<file path="config.mk">
export PLATFORM = sky130hd
export DESIGN_NAME = cache_wb_buffer
export DESIGN_NICKNAME = d
export VERILOG_FILES = /design/src/rtl/cache_wb_buffer.sv
export SDC_FILE = /design/constraint.sdc
export NUM_CORES = 1
export LEC_CHECK = 0
export ABC_AREA = 1
export CAP_MARGIN = 20
export CORE_ASPECT_RATIO = 1.5
export CORE_UTILIZATION = 35
export CTS_BUF_LIST = sky130_fd_sc_hd__clkbuf_4
export DETAILED_ROUTE_END_ITERATION = 8
export PLACE_DENSITY_LB_ADDON = 0.25
export REMOVE_ABC_BUFFERS = 1
export SYNTH_ARGS = -nofsm -noshare
export SYNTH_HDL_FRONTEND = slang
export SYNTH_SLANG_ARGS = --single-unit
export TNS_END_PERCENT = 100
</file>
<file path="constraint.sdc">
create_clock -name clk -period 14.9 [get_ports clk]
set_clock_uncertainty 0.1 [all_clocks]
set_input_delay 2.98 -clock clk [delete_from_list [all_inputs] [get_ports clk]]
set_output_delay 2.98 -clock clk [all_outputs]
set_load 0.03 [all_outputs]
</file>
<file path="src/rtl/cache_wb_buffer.sv">
// Writeback drain buffer: FIFO of dirty evicted lines issued as byte-masked memory writes.
// Optional macro CS_WB_MERGE_EN merges evictions into a matching non-head pending entry.
module cache_wb_buffer #(
  parameter int LINE_SIZE       = 16,
  parameter int LINE_ADDR_WIDTH = 26,
  parameter int DEPTH           = 4
) (
  input  logic                       clk,
  input  logic                       reset,
  input  logic                       evict_valid,
  input  logic [LINE_ADDR_WIDTH-1:0] evict_addr,
  input  logic [LINE_SIZE*8-1:0]     evict_data,
  input  logic [LINE_SIZE-1:0]       evict_byteen,
  output logic                       evict_ready,
  output logic                       mem_req_valid,
  output logic [LINE_ADDR_WIDTH-1:0] mem_req_addr,
  output logic [LINE_SIZE*8-1:0]     mem_req_data,
  output logic [LINE_SIZE-1:0]       mem_req_byteen,
  input  logic                       mem_req_ready,
  input  logic [LINE_ADDR_WIDTH-1:0] lookup_addr,
  output logic                       lookup_hit,
  output logic                       empty,
  output logic                       full
);
  localparam int PW = $clog2(DEPTH);
  localparam int CW = PW + 1;
  localparam int DW = LINE_SIZE * 8;

  logic [LINE_ADDR_WIDTH-1:0] r_addr   [DEPTH];
  logic [DW-1:0]              r_data   [DEPTH];
  logic [LINE_SIZE-1:0]       r_byteen [DEPTH];
  logic [DEPTH-1:0]           r_valid;
  logic [PW-1:0]              r_rd_ptr;
  logic [PW-1:0]              r_wr_ptr;
  logic [CW-1:0]              r_count;

  logic             w_empty;
  logic             w_full;
  logic             w_dirty;
  logic             w_push;
  logic             w_pop;
  logic [DEPTH-1:0] w_valid_nxt;

  assign w_empty = (r_count == '0);
  assign w_full  = (r_count == CW'(DEPTH));
  assign w_dirty = |evict_byteen;
  assign w_pop   = !w_empty && mem_req_ready;

`ifdef CS_WB_MERGE_EN
  logic          w_merge_match;
  logic [PW-1:0] w_merge_idx;
  logic          w_merge;

  // The head is excluded so the payload on mem_req never changes while offered.
  always_comb begin
    w_merge_match = 1'b0;
    w_merge_idx   = '0;
    for (int i = 0; i < DEPTH; i++) begin
      if (r_valid[i] && (PW'(i) != r_rd_ptr) && (r_addr[i] == evict_addr)) begin
        w_merge_match = 1'b1;
        w_merge_idx   = PW'(i);
      end
    end
  end

  assign evict_ready = !w_full || w_merge_match;
  assign w_merge     = evict_valid && w_dirty && w_merge_match;
  assign w_push      = evict_valid && evict_ready && w_dirty && !w_merge_match;
`else
  assign evict_ready = !w_full;
  assign w_push      = evict_valid && evict_ready && w_dirty;
`endif

  always_comb begin
    w_valid_nxt = r_valid;
    if (w_pop)  w_valid_nxt[r_rd_ptr] = 1'b0;
    if (w_push) w_valid_nxt[r_wr_ptr] = 1'b1;
  end

  always_ff @(posedge clk or negedge reset) begin
    if (!reset) begin
      r_rd_ptr <= '0;
      r_wr_ptr <= '0;
      r_count  <= '0;
      r_valid  <= '0;
    end else begin
      r_valid <= w_valid_nxt;
      if (w_push) r_wr_ptr <= r_wr_ptr + PW'(1);
      if (w_pop)  r_rd_ptr <= r_rd_ptr + PW'(1);
      case ({w_push, w_pop})
        2'b10:   r_count <= r_count + CW'(1);
        2'b01:   r_count <= r_count - CW'(1);
        default: r_count <= r_count;
      endcase
    end
  end

  // Payload storage carries no reset; validity is tracked by r_valid/r_count.
  always_ff @(posedge clk) begin
    if (w_push) begin
      r_addr[r_wr_ptr]   <= evict_addr;
      r_data[r_wr_ptr]   <= evict_data;
      r_byteen[r_wr_ptr] <= evict_byteen;
    end
`ifdef CS_WB_MERGE_EN
    if (w_merge) begin
      r_byteen[w_merge_idx] <= r_byteen[w_merge_idx] | evict_byteen;
      for (int b = 0; b < LINE_SIZE; b++) begin
        if (evict_byteen[b]) r_data[w_merge_idx][b*8 +: 8] <= evict_data[b*8 +: 8];
      end
    end
`endif
  end

  always_comb begin
    lookup_hit = 1'b0;
    for (int i = 0; i < DEPTH; i++) begin
      if (r_valid[i] && (r_addr[i] == lookup_addr)) lookup_hit = 1'b1;
    end
  end

  assign mem_req_valid  = !w_empty;
  assign mem_req_addr   = w_empty ? '0 : r_addr[r_rd_ptr];
  assign mem_req_data   = w_empty ? '0 : r_data[r_rd_ptr];
  assign mem_req_byteen = w_empty ? '0 : r_byteen[r_rd_ptr];
  assign empty          = w_empty;
  assign full           = w_full;

endmodule

</file>
Word-level counts from Yosys, hierarchy flattened

Memory sizes are Yosys's and may differ from the RTL's.
Cells that the tools add are included.

Register bits: 11
RAM bits: 680
Bits of input ports: 200
Output and inout bits: 175
Word-level logic and storage cells: 55
Memories kept: 3

Memory list:

| memory   | depth | bits a word | rd ports | clocked after memory_dff | write ports | line | text |
|---|---|---|---|---|---|---|---|
| r_data   | 4     | 128         | 1        | 0                        | 1           | 30   | `logic [DW-1:0] r_data [DEPTH];` |
| r_addr   | 4     | 26          | 5        | 0                        | 1           | 29   | `logic [LINE_ADDR_WIDTH-1:0] r_addr [DEPTH];` |
| r_byteen | 4     | 16          | 1        | 0                        | 1           | 31   | `logic [LINE_SIZE-1:0] r_byteen [DEPTH];` |

Add/sub/neg operators: 4
$lt $le $gt $ge: 4
Eq/ne operators: 7
Multiplexer cells: 16
Bitwise logic cells: 3
Reduce and logical (&&, ||, !) cells: 14

Operators with widths:

| operator                                                           | count |
|---|---|
| two-way mux 128 bit                                                | 1 |
| equality test 26 bit                                               | 4 |
| two-way mux 26 bit                                                 | 1 |
| two-way mux 16 bit                                                 | 1 |
| OR reduction 16 bit                                                | 1 |
| logical AND 1 bit                                                  | 9 |
| two-way mux 1 bit                                                  | 8 |
| two-way mux 4 bit                                                  | 2 |
| < comparator 2 x 3 -> 1 bit (second input constant)                | 2 |
| case mux 3 bit (2 select lines)                                    | 1 |
| adder 2 x 1 -> 2 bit (second input constant)                       | 2 |
| AND 4 bit                                                          | 1 |
| demux 1 bit (select 2 bit)                                         | 2 |
| greater-or-equal comparator 2 x 1 -> 1 bit (second input constant) | 2 |
| inverter 4 bit                                                     | 1 |
| bitwise OR 4 bit                                                   | 1 |
| adder 3 x 1 -> 3 bit (second input constant)                       | 1 |
| equality test 3 bit (second input constant)                        | 1 |
| logical NOT 3 bit                                                  | 1 |
| subtractor 3 x 1 -> 3 bit (second input constant)                  | 1 |
| equality test 2 x 1 -> 1 bit (second input constant)               | 1 |
| equality test 2 bit (second input constant)                        | 1 |
| logical NOT 1 bit                                                  | 2 |
| nonzero test 2 bit                                                 | 1 |

Longest topological paths before layout

Depth after elaboration: 9
Depth in mapped cells: 12
Gate-level depth less buffers: 11

Worst setup path after synthesis

OpenSTA, ideal clock, no wires.

Path type: input to register
Start: input port evict_byteen[7]
End: memory r_addr[0][0], enable pin
Setup time: 0.702 ns
Data arrival time: 10.480 ns
Required time: 14.098 ns
Path slack: 3.618 ns
Cell stages on the path: 7
Buffers on the path: 1
Cells stage by stage: nor2_1 nand2_1 nor2_1 nand3_1 nand2_1 buf_2 nor2_1

Word-level cells in the longest chain between the ends: 4

Ends and longest elaborated chain:

| element                                 | line | text |
|---|---|---|
| start: declaration                      | 13   | `input logic [LINE_SIZE-1:0] evict_byteen,` |
| OR reduction 16 bit                     | 46   | `assign w_dirty = \|evict_byteen;` |
| logical AND 1 bit                       | 71   | `assign w_push = evict_valid && evict_ready && w_dirty;` |
| two-way mux 1 bit                       | 100  | `if (w_push) begin` |
| two-way mux 1 bit (implied by the code) | 101  | `r_addr[r_wr_ptr] <= evict_addr;` |
| end: declaration                        | 29   |  |

Every way passes these cells.

Worst setup path after layout

Start: input port lookup_addr[17]
End: output port lookup_hit

Word-level cells in the longest chain between the ends: 6
Elaborated cells between the ends (all ways): 12
Those cells by class: eq/ne: 4; mux: 4; reduce/logical: 4

Ends and longest elaborated chain:

| element                        | line | text |
|---|---|---|
| start: declaration             | 20   | `input logic [LINE_ADDR_WIDTH-1:0] lookup_addr,` |
| equality test 26 bit           | 118  | `if (r_valid[i] && (r_addr[i] == lookup_addr)) lookup_hit = 1'b1;` |
| logical AND 1 bit              | 118  |  |
| two-way mux 1 bit (3 in a row) | 118  |  |
| two-way mux 1 bit *            | 118  |  |
| end: declaration               | 21   | `output logic lookup_hit,` |

Mark *: on every way between the ends. The rest lies on a longest branch, timed or not.

==> results.ini <==
[clock_tree]
cts_tree = yes
cts-buffers-inserted = 169
ctsLongestPathBuffers = 3
cts_resized = 0
clk_pin_slew_ps = 60
post_cts_buffers = 0
clock-root-buffer = clkbuf_4
insertion_delay_ps = 1060
htree_levels = 4
cts_hold_buf = 0
cts.sinks = 691

[logic_synthesis]
synth-simple-area-share_pct = 12.2
async_reset_ff_share_pct = 1.59
synth_fa_ha_area_share_pct = 0.463
yosysSeqAreaShare_pct = 72.2
synth_area_sq_um = 28700
synth-compound-area-share_pct = 10.2
synthTopCellsByCount = edfxtp_1, nor2_1, nand2_1
ys_ff_latch = 691
synth.largest_area_cell = edfxtp_1
synth_top_family_by_area = simple AND/OR/NAND/NOR gates
syn_inst = 2484
synth_warnings = 0
synth.area.top_cells = edfxtp_1, nor2_1, a21oi_1
yosysUniqueCellTypes = 27
synth.area.mux_share_pct = 0
synth_most_common_cell = edfxtp_1
synth_edf_count = 680
synth_flop_cell = edfxtp_1
synth_top_cell_area_share_pct = 71.3
synth_xor_area_share_pct = 0.886
avgSynthCellArea_sq_um = 11.5

[setup_path]
crit_required_ps = 11820
reg2reg_from = r_count[2]
crit_fanout = 4
regToRegEndpoint = r_data[3][50]
r2r_cells = 7
arrival_ps = 5250
crit_path_end_kind = primary output
crit_type = in2out
startpoint_type = primary input
reg2reg_slack_ps = 10760

[placement]
gp_congestion = 0.951
dp_hpwl_um = 47000
io_buffers = 374

[global_routing]
globalRouteOverflowTotal = 0
grt_max_degree = 199
grt_pass1_wl_um = 123000
grt_pass1_vias = 20861
antenna_found_initial = 6
grtUsageTotal_pct = 19.7

[sta]
holdWs_ps = 413
fin_setup_tns_ps = 0
worst_pin_slew_ps = 1220
relSlewSlack_pct = 18.3
timing.fmax_ghz = 0.120
maxSlewViolCount = 0
finalCriticalPeriod_ps = 8330
finalHoldViolCount = 0
min_period_over_period_pct = 55.9
finalSetupViolations = 0
rsz0062_at_grt = false

[drt]
drt-initial-drc-count = 1207
dr.pass1.iters = 6
postRouteAntennaNets = 0
route.detailed.drc = 0
vias = 20084
routed_wl_um = 81600
via_per_inst = 4.92
wl_per_cell_um = 20.0

[final_layout]
drive_above_1_share_pct = 9.43
final_nets = 3126
fillerInstances = 7524
seq_area_sq_um = 20700
syn_to_final_growth_pct = 23.4
utilization_pct = 43.5
multi_input_area_sq_um = 6820

[floorplan]
die_area_sq_um = 83000
start_util_pct = 35.3
fp.dieW_um = 236
fp-row-count = 128
core_sq_um = 81200
io_pins = 375
die_h_um = 352

[power_and_ir_drop]
power.leakage_nw = 12.5
powerDensity_nw_per_um2 = 226
ir_worst_vdd_mv = 0.132

[status]
outcome = finished clean

[hold_path]
min-delay-start = r_valid[0]
holdPathEnd = r_valid[0]
worst_hold_path_type = reg2reg
hold_depth = 2

[run]
cap_violations = 0

[layout by cell type, fill, tap and decap left out, drive strengths merged]
| cell type | instances |
|---|---|
| inv | 124 |
| o211ai | 6 |
| nand3 | 6 |
| a21boi | 2 |
| clkinvlp | 2 |
| dfrtp | 11 |
| fa | 1 |
| edfxtp | 680 |
| nand2 | 248 |
| clkbuf | 223 |
| ha | 9 |
| nor2 | 662 |
| buf | 23 |
| clkinv | 50 |
| o21ai | 358 |
| xnor2 | 22 |
| diode | 6 |
| nand4 | 2 |
| bufinv | 7 |
| clkdlybuf4s50 | 374 |
| a21oi | 212 |
| xor2 | 7 |
| nor4 | 2 |
| nor3 | 2 |
[worst max path at each step]
stage | startpoint | to | slack [ps] | depth (start not counted)
final | lookup_addr[17] | lookup_hit | 6570 | 10
after global routing | r_rd_ptr[0] | mem_req_addr[16] | 6390 | 6
after CTS | lookup_addr[17] | lookup_hit | 6510 | 10
after detailed placement | lookup_addr[17] | lookup_hit | 6510 | 10
after global placement | lookup_addr[17] | lookup_hit | 6510 | 10
after floorplan | r_count[0] | mem_req_addr[0] | 410 | 2
[through the flow]
step           area, sq um  power (mW)  worst slack [ps]  cells
6_report             35400        7.98              6570   4079
5_1_grt              35400        8.45              6390   4078
4_1_cts              35300        8.11              6510   4073
3_5_place_dp         33200        6.49              6510   3785
3_3_place_gp         33200        6.45              6510   3785
2_1_floorplan        27900        5.06               411   2348
[layout make-up]
type                    instances  area share (%)
flip-flops and latches        691            58.6
multi-input cells            1539            19.3
clock buffers                 223            4.73
well taps                    1040            3.68
inverters                     118            1.30
repair buffers                397            11.1
clock inverters                65            1.28
diodes                          6          0.0425
[state kept, by name, indices dropped and copies added (netlist names)]
| signal | count |
|---|---|
| r_data | 512 |
| r_count | 3 |
| r_byteen | 64 |
| r_wr_ptr | 2 |
| r_addr | 104 |
| r_rd_ptr | 2 |
| r_valid | 4 |
[kinds of logic (layout without fill, tap and decap cells)]
logic type / count (synthesis) / after routing
AOI/OAI and AO/OA: 578 / 578
xor gates and xnor gates: 29 / 29
adders and majority gates: 10 / 10
buffers and inverters: 254 / 803
DFF: 691 / 691
other: 0 / 6
and+or+nand+nor: 922 / 922
[power by group]
part | switching (mW) | leakage, nW | total, mW | internal (mW)
Sequential | 0.162 | 6.35 | 2.73 | 2.57
Clock | 0.755 | 1.26 | 1.57 | 0.818
Combinational | 2.46 | 4.88 | 3.68 | 1.22
[metal layers]
| metal | vias to the layer above | track usage, % | wire length [um] |
|---|---|---|---|
| met5 | - | 0 | 40 |
| met4 | 6 | 8.54 | 2620 |
| met2 | 652 | 35.1 | 42100 |
| met1 | 9710 | 21.2 | 31100 |
| li1 | 9550 | - | - |
| met3 | 166 | 6.43 | 5760 |
[worst max-delay path, cell delays in order]
cell and delay (ps):
clkdlybuf4s50_1 560, inv_1 110, a21boi_0 360, nand2_1 100, nor2_1 150, nand3_1 80, nor2_1 110, nor2_1 50
nand2_1 70, clkdlybuf4s50_1 670
Power figures use the tool's default switching activity.
